### src/rtl/multi_channel_tick_gen.sv
// CHANNELS independent programmable tick generators (periodic / one-shot) with square-wave outputs.
// Retunes of a running channel are held pending until its next period boundary.
module multi_channel_tick_gen #(
  parameter int                CHANNELS    = 4,
  parameter int                WIDTH       = 20,
  parameter logic [WIDTH-1:0]  DEFAULT_DIV = WIDTH'(999),
  localparam int               CH_W        = (CHANNELS > 1) ? $clog2(CHANNELS) : 1
) (
  input  logic                clk,
  input  logic                rst_n,
  input  logic                cfg_valid,
  output logic                cfg_ready,
  input  logic [CH_W-1:0]     cfg_ch,
  input  logic [WIDTH-1:0]    cfg_div,
  input  logic [1:0]          cfg_mode,
  input  logic                sync_start,
  output logic [CHANNELS-1:0] tick,
  output logic [CHANNELS-1:0] sq,
  output logic [CHANNELS-1:0] busy
);

  typedef enum logic {IDLE = 1'b0, RUN = 1'b1} state_e;

  logic [WIDTH-1:0]    cnt_q      [CHANNELS];
  logic [WIDTH-1:0]    cnt_d      [CHANNELS];
  logic [WIDTH-1:0]    div_q      [CHANNELS];
  logic [WIDTH-1:0]    div_d      [CHANNELS];
  logic [WIDTH-1:0]    pend_div_q [CHANNELS];
  logic [WIDTH-1:0]    pend_div_d [CHANNELS];
  logic [1:0]          mode_q     [CHANNELS];
  logic [1:0]          mode_d     [CHANNELS];
  logic [1:0]          pend_mode_q[CHANNELS];
  logic [1:0]          pend_mode_d[CHANNELS];
  state_e              state_q    [CHANNELS];
  state_e              state_d    [CHANNELS];
  logic [CHANNELS-1:0] pend_q, pend_d;
  logic [CHANNELS-1:0] sq_q, sq_d;
  logic [CHANNELS-1:0] wr_hit;
  logic                pend_sel;

  // An out-of-range channel never matches, so such writes are accepted and dropped.
  always_comb begin
    pend_sel = 1'b0;
    for (int i = 0; i < CHANNELS; i++) begin
      if (cfg_ch == CH_W'(i)) pend_sel = pend_q[i];
    end
  end

  assign cfg_ready = !pend_sel;

  always_comb begin
    for (int i = 0; i < CHANNELS; i++) begin
      tick[i]   = (state_q[i] == RUN) && (cnt_q[i] == div_q[i]);
      busy[i]   = (state_q[i] == RUN);
      wr_hit[i] = cfg_valid && cfg_ready && (cfg_ch == CH_W'(i));
    end
  end

  assign sq = sq_q;

  always_comb begin
    pend_d = pend_q;
    sq_d   = sq_q;
    for (int i = 0; i < CHANNELS; i++) begin
      cnt_d[i]       = cnt_q[i];
      div_d[i]       = div_q[i];
      mode_d[i]      = mode_q[i];
      pend_div_d[i]  = pend_div_q[i];
      pend_mode_d[i] = pend_mode_q[i];
      state_d[i]     = state_q[i];
      case (state_q[i])
        IDLE: begin
          cnt_d[i] = '0;
          if (wr_hit[i]) begin
            div_d[i]   = cfg_div;
            mode_d[i]  = cfg_mode;
            state_d[i] = cfg_mode[0] ? RUN : IDLE;
          end
        end
        default: begin
          if (tick[i]) begin
            cnt_d[i] = '0;
            sq_d[i]  = ~sq_q[i];
            if (pend_q[i]) begin
              div_d[i]   = pend_div_q[i];
              mode_d[i]  = pend_mode_q[i];
              pend_d[i]  = 1'b0;
              state_d[i] = pend_mode_q[i][0] ? RUN : IDLE;
            end else if (mode_q[i][1] || !mode_q[i][0]) begin
              state_d[i] = IDLE;
              // A write landing on the final one-shot edge is loaded directly, as for an idle channel.
              if (wr_hit[i]) begin
                div_d[i]   = cfg_div;
                mode_d[i]  = cfg_mode;
                state_d[i] = cfg_mode[0] ? RUN : IDLE;
              end
            end
          end else if (sync_start) begin
            cnt_d[i] = '0;
          end else begin
            cnt_d[i] = cnt_q[i] + WIDTH'(1);
          end
          if (wr_hit[i] && !(tick[i] && !pend_q[i] && (mode_q[i][1] || !mode_q[i][0]))) begin
            pend_d[i]      = 1'b1;
            pend_div_d[i]  = cfg_div;
            pend_mode_d[i] = cfg_mode;
          end
        end
      endcase
    end
  end

  always_ff @(posedge clk or negedge rst_n) begin
    if (!rst_n) begin
      pend_q <= '0;
      sq_q   <= '0;
      for (int i = 0; i < CHANNELS; i++) begin
        cnt_q[i]       <= '0;
        div_q[i]       <= DEFAULT_DIV;
        mode_q[i]      <= 2'b00;
        pend_div_q[i]  <= '0;
        pend_mode_q[i] <= 2'b00;
        state_q[i]     <= IDLE;
      end
    end else begin
      pend_q <= pend_d;
      sq_q   <= sq_d;
      for (int i = 0; i < CHANNELS; i++) begin
        cnt_q[i]       <= cnt_d[i];
        div_q[i]       <= div_d[i];
        mode_q[i]      <= mode_d[i];
        pend_div_q[i]  <= pend_div_d[i];
        pend_mode_q[i] <= pend_mode_d[i];
        state_q[i]     <= state_d[i];
      end
    end
  end

endmodule

### config.mk
export PLATFORM = sky130hd
export DESIGN_NAME = multi_channel_tick_gen
export DESIGN_NICKNAME = d
export VERILOG_FILES = /design/src/rtl/multi_channel_tick_gen.sv
export SDC_FILE = /design/constraint.sdc
export NUM_CORES = 1
export LEC_CHECK = 0
export ABC_AREA = 1
export CAP_MARGIN = 20
export CORE_UTILIZATION = 45
export DETAILED_ROUTE_END_ITERATION = 8
export GPL_ROUTABILITY_DRIVEN = 0
export MAX_ROUTING_LAYER = met4
export SYNTH_ARGS = -nofsm -noshare
export SYNTH_HDL_FRONTEND = slang
export SYNTH_SLANG_ARGS = --single-unit
### constraint.sdc
create_clock -name clk -period 2.7 [get_ports clk]
set_clock_uncertainty 0.15 [all_clocks]
set_input_delay 0.81 -clock clk [delete_from_list [all_inputs] [get_ports clk]]
set_output_delay 0.81 -clock clk [all_outputs]
set_load 0.01 [all_outputs]
Word level (Yosys, flattened, before mapping):

Index checks and enable logic that the tools add are counted.

* multiplexer cells: 89
* add/subtract/negate cells: 4
* bitwise gates (word level): 4
* reductions and logical operators: 59
* eq/ne operators: 15

Operators by type and width (number)
* $mux W20: 32
* $add A20 B1 Y20 const B: 4
* $eq A20 B20 Y1: 4
* $mux W2: 20
* $mux W1: 37
* $reduce_and A2 Y1: 16
* $logic_and A1 B1 Y1: 21
* $logic_not A1 Y1: 13
* $ne A3 B1 Y1 const B: 4
* $ne A2 B2 Y1 const B: 4
* $reduce_bool A2 Y1: 4
* $eq A2 B2 Y1 const B: 2
* $logic_or A1 B1 Y1: 4
* $not A1 Y1: 4
* $eq A2 B1 Y1 const B: 1
* $logic_not A2 Y1: 1

* bits in registers: 268
* logic and storage cells: 203
* output and inout port bits: 13
* bits of input ports: 28

Longest topological paths before layout:

* depth after elaboration: 13
* depth in mapped cells: 13
* depth with buffers taken out: 12

Worst setup path after synthesis:

No wires, ideal clock.

* path type: input port to output port
* start point: input cfg_ch[1]
* end point: output cfg_ready
* cell stages on the path: 5
* data required time: 1740 ps
* path buffers: 1
* arrival time: 1335 ps
* path slack: 405 ps
* cells stage by stage: nor2_2 nand2_1 nand3_1 nand2_2 buf_6

* cells in the longest elaborated chain, start to end: 6

RTL lines
* from (decl): RTL line 13 `input logic [CH_W-1:0] cfg_ch,`
* $logic_not A2 Y1: RTL line 45 `if (cfg_ch == CH_W'(i)) pend_sel = pend_q[i];`
* $mux W1 (3 in a row): RTL line 45
* $mux W1 (*): RTL line 45
* $logic_not A1 Y1 (*): RTL line 49 `assign cfg_ready = !pend_sel;`
* to (decl): RTL line 12 `output logic cfg_ready,`

Every way passes the cells marked *; elsewhere a longest branch is shown, timed or not.

Final worst setup path:

* start point: register div_q[1] (netlist name)
* end point: output tick[3]

* cells in the longest elaborated chain, start to end: 2

RTL lines
* from (decl): RTL line 26 `logic [WIDTH-1:0] div_q [CHANNELS];`
* from (signal, indexed assignment): RTL line 130 `div_q[i] <= div_d[i];`
* $eq A20 B20 Y1: RTL line 53 `tick[i] = (state_q[i] == RUN) && (cnt_q[i] == div_q[i]);`
* $logic_and A1 B1 Y1: RTL line 53
* to (decl): RTL line 17 `output logic [CHANNELS-1:0] tick,`

No other way between the ends.

==> summary.md <==
| Metric | Value |
|---|---|
| Status | `finished, violations left` |
| Failing checks | `negative setup slack` |
| Slew headroom | `0.605` |
| Origin of the worst setup path | `div_q[1]` |
| Die W | `187 um` |
| Antenna fix cells | `0` |
| Worst-skew pair later-pin latency | `0.58 ns` |
| CTS Root Cell | `clkbuf_16` |
| TritonCTS sink count | `~270` |
| Number of top-level pins | `41` |
| Syn avg cell area | `~7.5 um^2` |
| Largest net degree at the start of global routing | `72` |
| CTS tree | `built` |
| Reg-to-Reg Start | `div_q[41]` |
| Reg clk slew, reported paths | `0.06 ns` |
| Crit path max-delay family | `simple AND/OR/NAND/NOR gates` |
| Required time worst endpoint | `1.74 ns` |
| Area fraction of the dominant cell type after synthesis | `0.385` |
| First-pass GRT wire length | `65100 um` |
| DIE AREA | `34900 um^2` |
| CP peak stage delay | `roughly 0.55 ns` |
| Critical Path Sink | `tick[3]` |
| Crit path DAT | `2.01 ns` |
| Vias in the first global route | `approximately 13000` |
| RSZ-0062 raised after global routing | `yes` |
| Maximum Capacitance Violations | `0` |
| Mapped Cells | `2044` |
| Max Transition Viols Final | `0` |
| Core Util, Final | `0.560` |
| Initial antenna violation count | `0` |
| Vias per std cell | `between 4 and 5` |
| Max IR drop VDD | `around 0.74 mV` |
| Std cell rows | `67` |
| DR pass1 iterations | `6` |
| Slew @ Worst Pin | `between 0.5 and 0.6 ns` |
| CP max FO | `3` |
| Worst Slack Setup Final | `-0.267 ns` |
| Biggest area consumer among synthesized cells | `dfrtp_1` |
| Nets | `around 2300` |
| CP Cell Sequence | `nand2_1, inv_1, nor2_1, nor2_2, nand2_2, nor2_4, nand3_2, nor2_2, buf_6, buf_6` |
| Cts bufs inserted | `31` |
| Ranking of synthesized cells by area | `dfrtp_1 38%, nand2_1 16%, inv_1 7.2%` |
| Count of cell types in the netlist | `40` |
| Initial drt markers | `926` |
| Placeable core area | `33500 um^2` |
| Setup crit end kind | `output pin` |
| Initial Util | `0.458` |
| Detail Route Antenna Nets | `0` |
| Synth Net Count | `2076` |
| Crit Reg-Reg Endpoint | `cnt_q[51]` |
| Die height | `about 190 um` |
| # fillers | `about 3100` |
| WL/cell | `14.4 um` |
| Cell area after synthesis | `roughly 15000 um^2` |
| CTS Buffer Depth | `3` |
| Layout Area Growth over Synthesis | `22.3%` |
| Count of final setup violators | `4` |
| Input/output buffers | `40` |
| Flop2flop setup slack | `approximately 0.40 ns` |
| F_max | `0.337 GHz` |
| Commonest non-fill, non-tap cell in the layout | `nand2_1` |
| Via Count | `approximately 13000` |
| Routed wire length | `a little under 40000 um` |
| Yosys warns | `0` |
| Synth Register Bits | `between 200 and 300` |
| Seq/Total Area, Yosys | `0.439` |
| Hold Path Class | `flop to flop` |
| Period utilization | `1.10` |
| Slowest cell on crit path | `dfstp_2` |
| Fraction of layout cells with a size suffix above 1 | `0.196` |
| Startpoint types | `flop` |
| Leakage | `roughly 10 nW` |
| Stages on the worst setup path | `10` |
| Max H-tree Level | `1` |
| Worst path bufs/invs | `3` |
| R2R depth | `13` |
| Most frequent cells in the layout | `634 x nand2_1, 293 x inv_1, 232 x dfrtp_1` |
| Total power | `between 15 and 20 mW` |
| PD cells | `about 940 nW/um^2` |
| Hpwl dp | `~28000 um` |
| Total grt overflow | `0` |
| GRT Total Usage | `0.235` |
| Hold Violations, Final | `0` |
| Crit Path Class | `flop to output pin` |
| DRC violations left | `0` |
| Worst slack, placed | `-0.473 ns` |
| Period minus WS final | `roughly 3.0 ns` |
## timing repair
action	CTS	global route
endpoints found under the setup margin	5	5
hold endpoints to repair	33	0
resized for setup	41	22
pin swaps	14	15
hold buffers	1	0
setup buffers	5	3
cloned	0	0
## worst reg2reg max path: cells and delay by family (launching register included)
kind	cells	cell delay, ns
simple gates	9	1.02
buf+inv	4	0.54
flops	1	0.53
## final cells by class
type / instances / area, um^2 / share of cell area
multi-input combinational: 1364 / 7000 / 0.373
sequential: 268 / 6750 / 0.360
timing repair buffer: 260 / 2190 / 0.117
inverter: 317 / 1190 / 0.0634
clock buffer: 41 / 883 / 0.0470
tap: 448 / 561 / 0.0299
clock inverter: 17 / 200 / 0.0107
## cell families (layout without fill, tap and decap cells)
logic type                 after synthesis  count (layout)  share of synthesized area
AOI/OAI and AO/OA                       38              38                     0.0139
DFF                                    268             268                      0.439
adders and majority gates                4               4                    0.00326
and+or+nand+nor                       1188            1188                      0.349
muxes                                   81              81                     0.0528
buffers and inverters                  412             635                      0.112
xor gates and xnor gates                53              53                     0.0302
## per-layer routing
layer  GRT usage  wire (um)  part of all wire
met1       0.310      18200              0.47
met2       0.385      18600              0.48
met3      0.0261       1370             0.035
met4      0.0608        947             0.024
met5           -          0                 0
## synth_stat cells (all sizes together)
library cell  instances
a21oi                 6
a31o                  3
buf                  57
clkbuf               38
clkinv                1
dfrtp               236
dfstp                32
ha                    4
inv                 316
mux2i                81
nand2               687
nand3               183
nand3b                4
nand4               122
nor2                152
nor3                 20
nor4                  3
o21ai                24
o21bai                2
o31ai                 3
or2                  17
xnor2                19
xor2                 34
## report_power, final
part | internal, mW | switching [mW] | total [mW]
Sequential | 5.48 | 0.930 | 6.41
Combinational | 2.94 | 3.93 | 6.87
Clock | 2.68 | 1.76 | 4.44
Total | 11.1 | 6.63 | 17.7
## flip-flops by register name (all words and copies together), names as in the netlist
| name | count |
|---|---|
| div_q | 80 |
| busy | 4 |
| mode_q | 8 |
| sq | 4 |
| pend_q | 4 |
| pend_div_q | 80 |
| cnt_q | 80 |
| pend_mode_q | 8 |
## worst min path at each step
| stage | start | end | cells after the start | slack [ns] |
|---|---|---|---|---|
| floorplan | pend_mode_q[1] | pend_mode_q[1] | 2 | 0.28 |
| global placement | pend_mode_q[5] | pend_mode_q[5] | 2 | 0.30 |
| detailed placement | pend_mode_q[5] | pend_mode_q[5] | 2 | 0.30 |
| CTS | pend_mode_q[5] | pend_mode_q[5] | 2 | 0.32 |
| global route | pend_div_q[13] | pend_div_q[13] | 2 | 0.33 |
| finish | sq[3] | sq[3] | 1 | 0.32 |
## through the flow
step,hold WS (ns),area [um^2],TNS (ns),cells
2_1_floorplan,0.284,15400,0,2044
3_3_place_gp,0.302,17500,-27.17,2648
3_5_place_dp,0.305,17500,-28.88,2648
4_1_cts,0.322,18700,-1.15,2712
5_1_grt,0.332,18800,-1.34,2715
6_report,0.318,18800,-0.889,2715
Note: power is estimated with default switching activity, not from simulation.
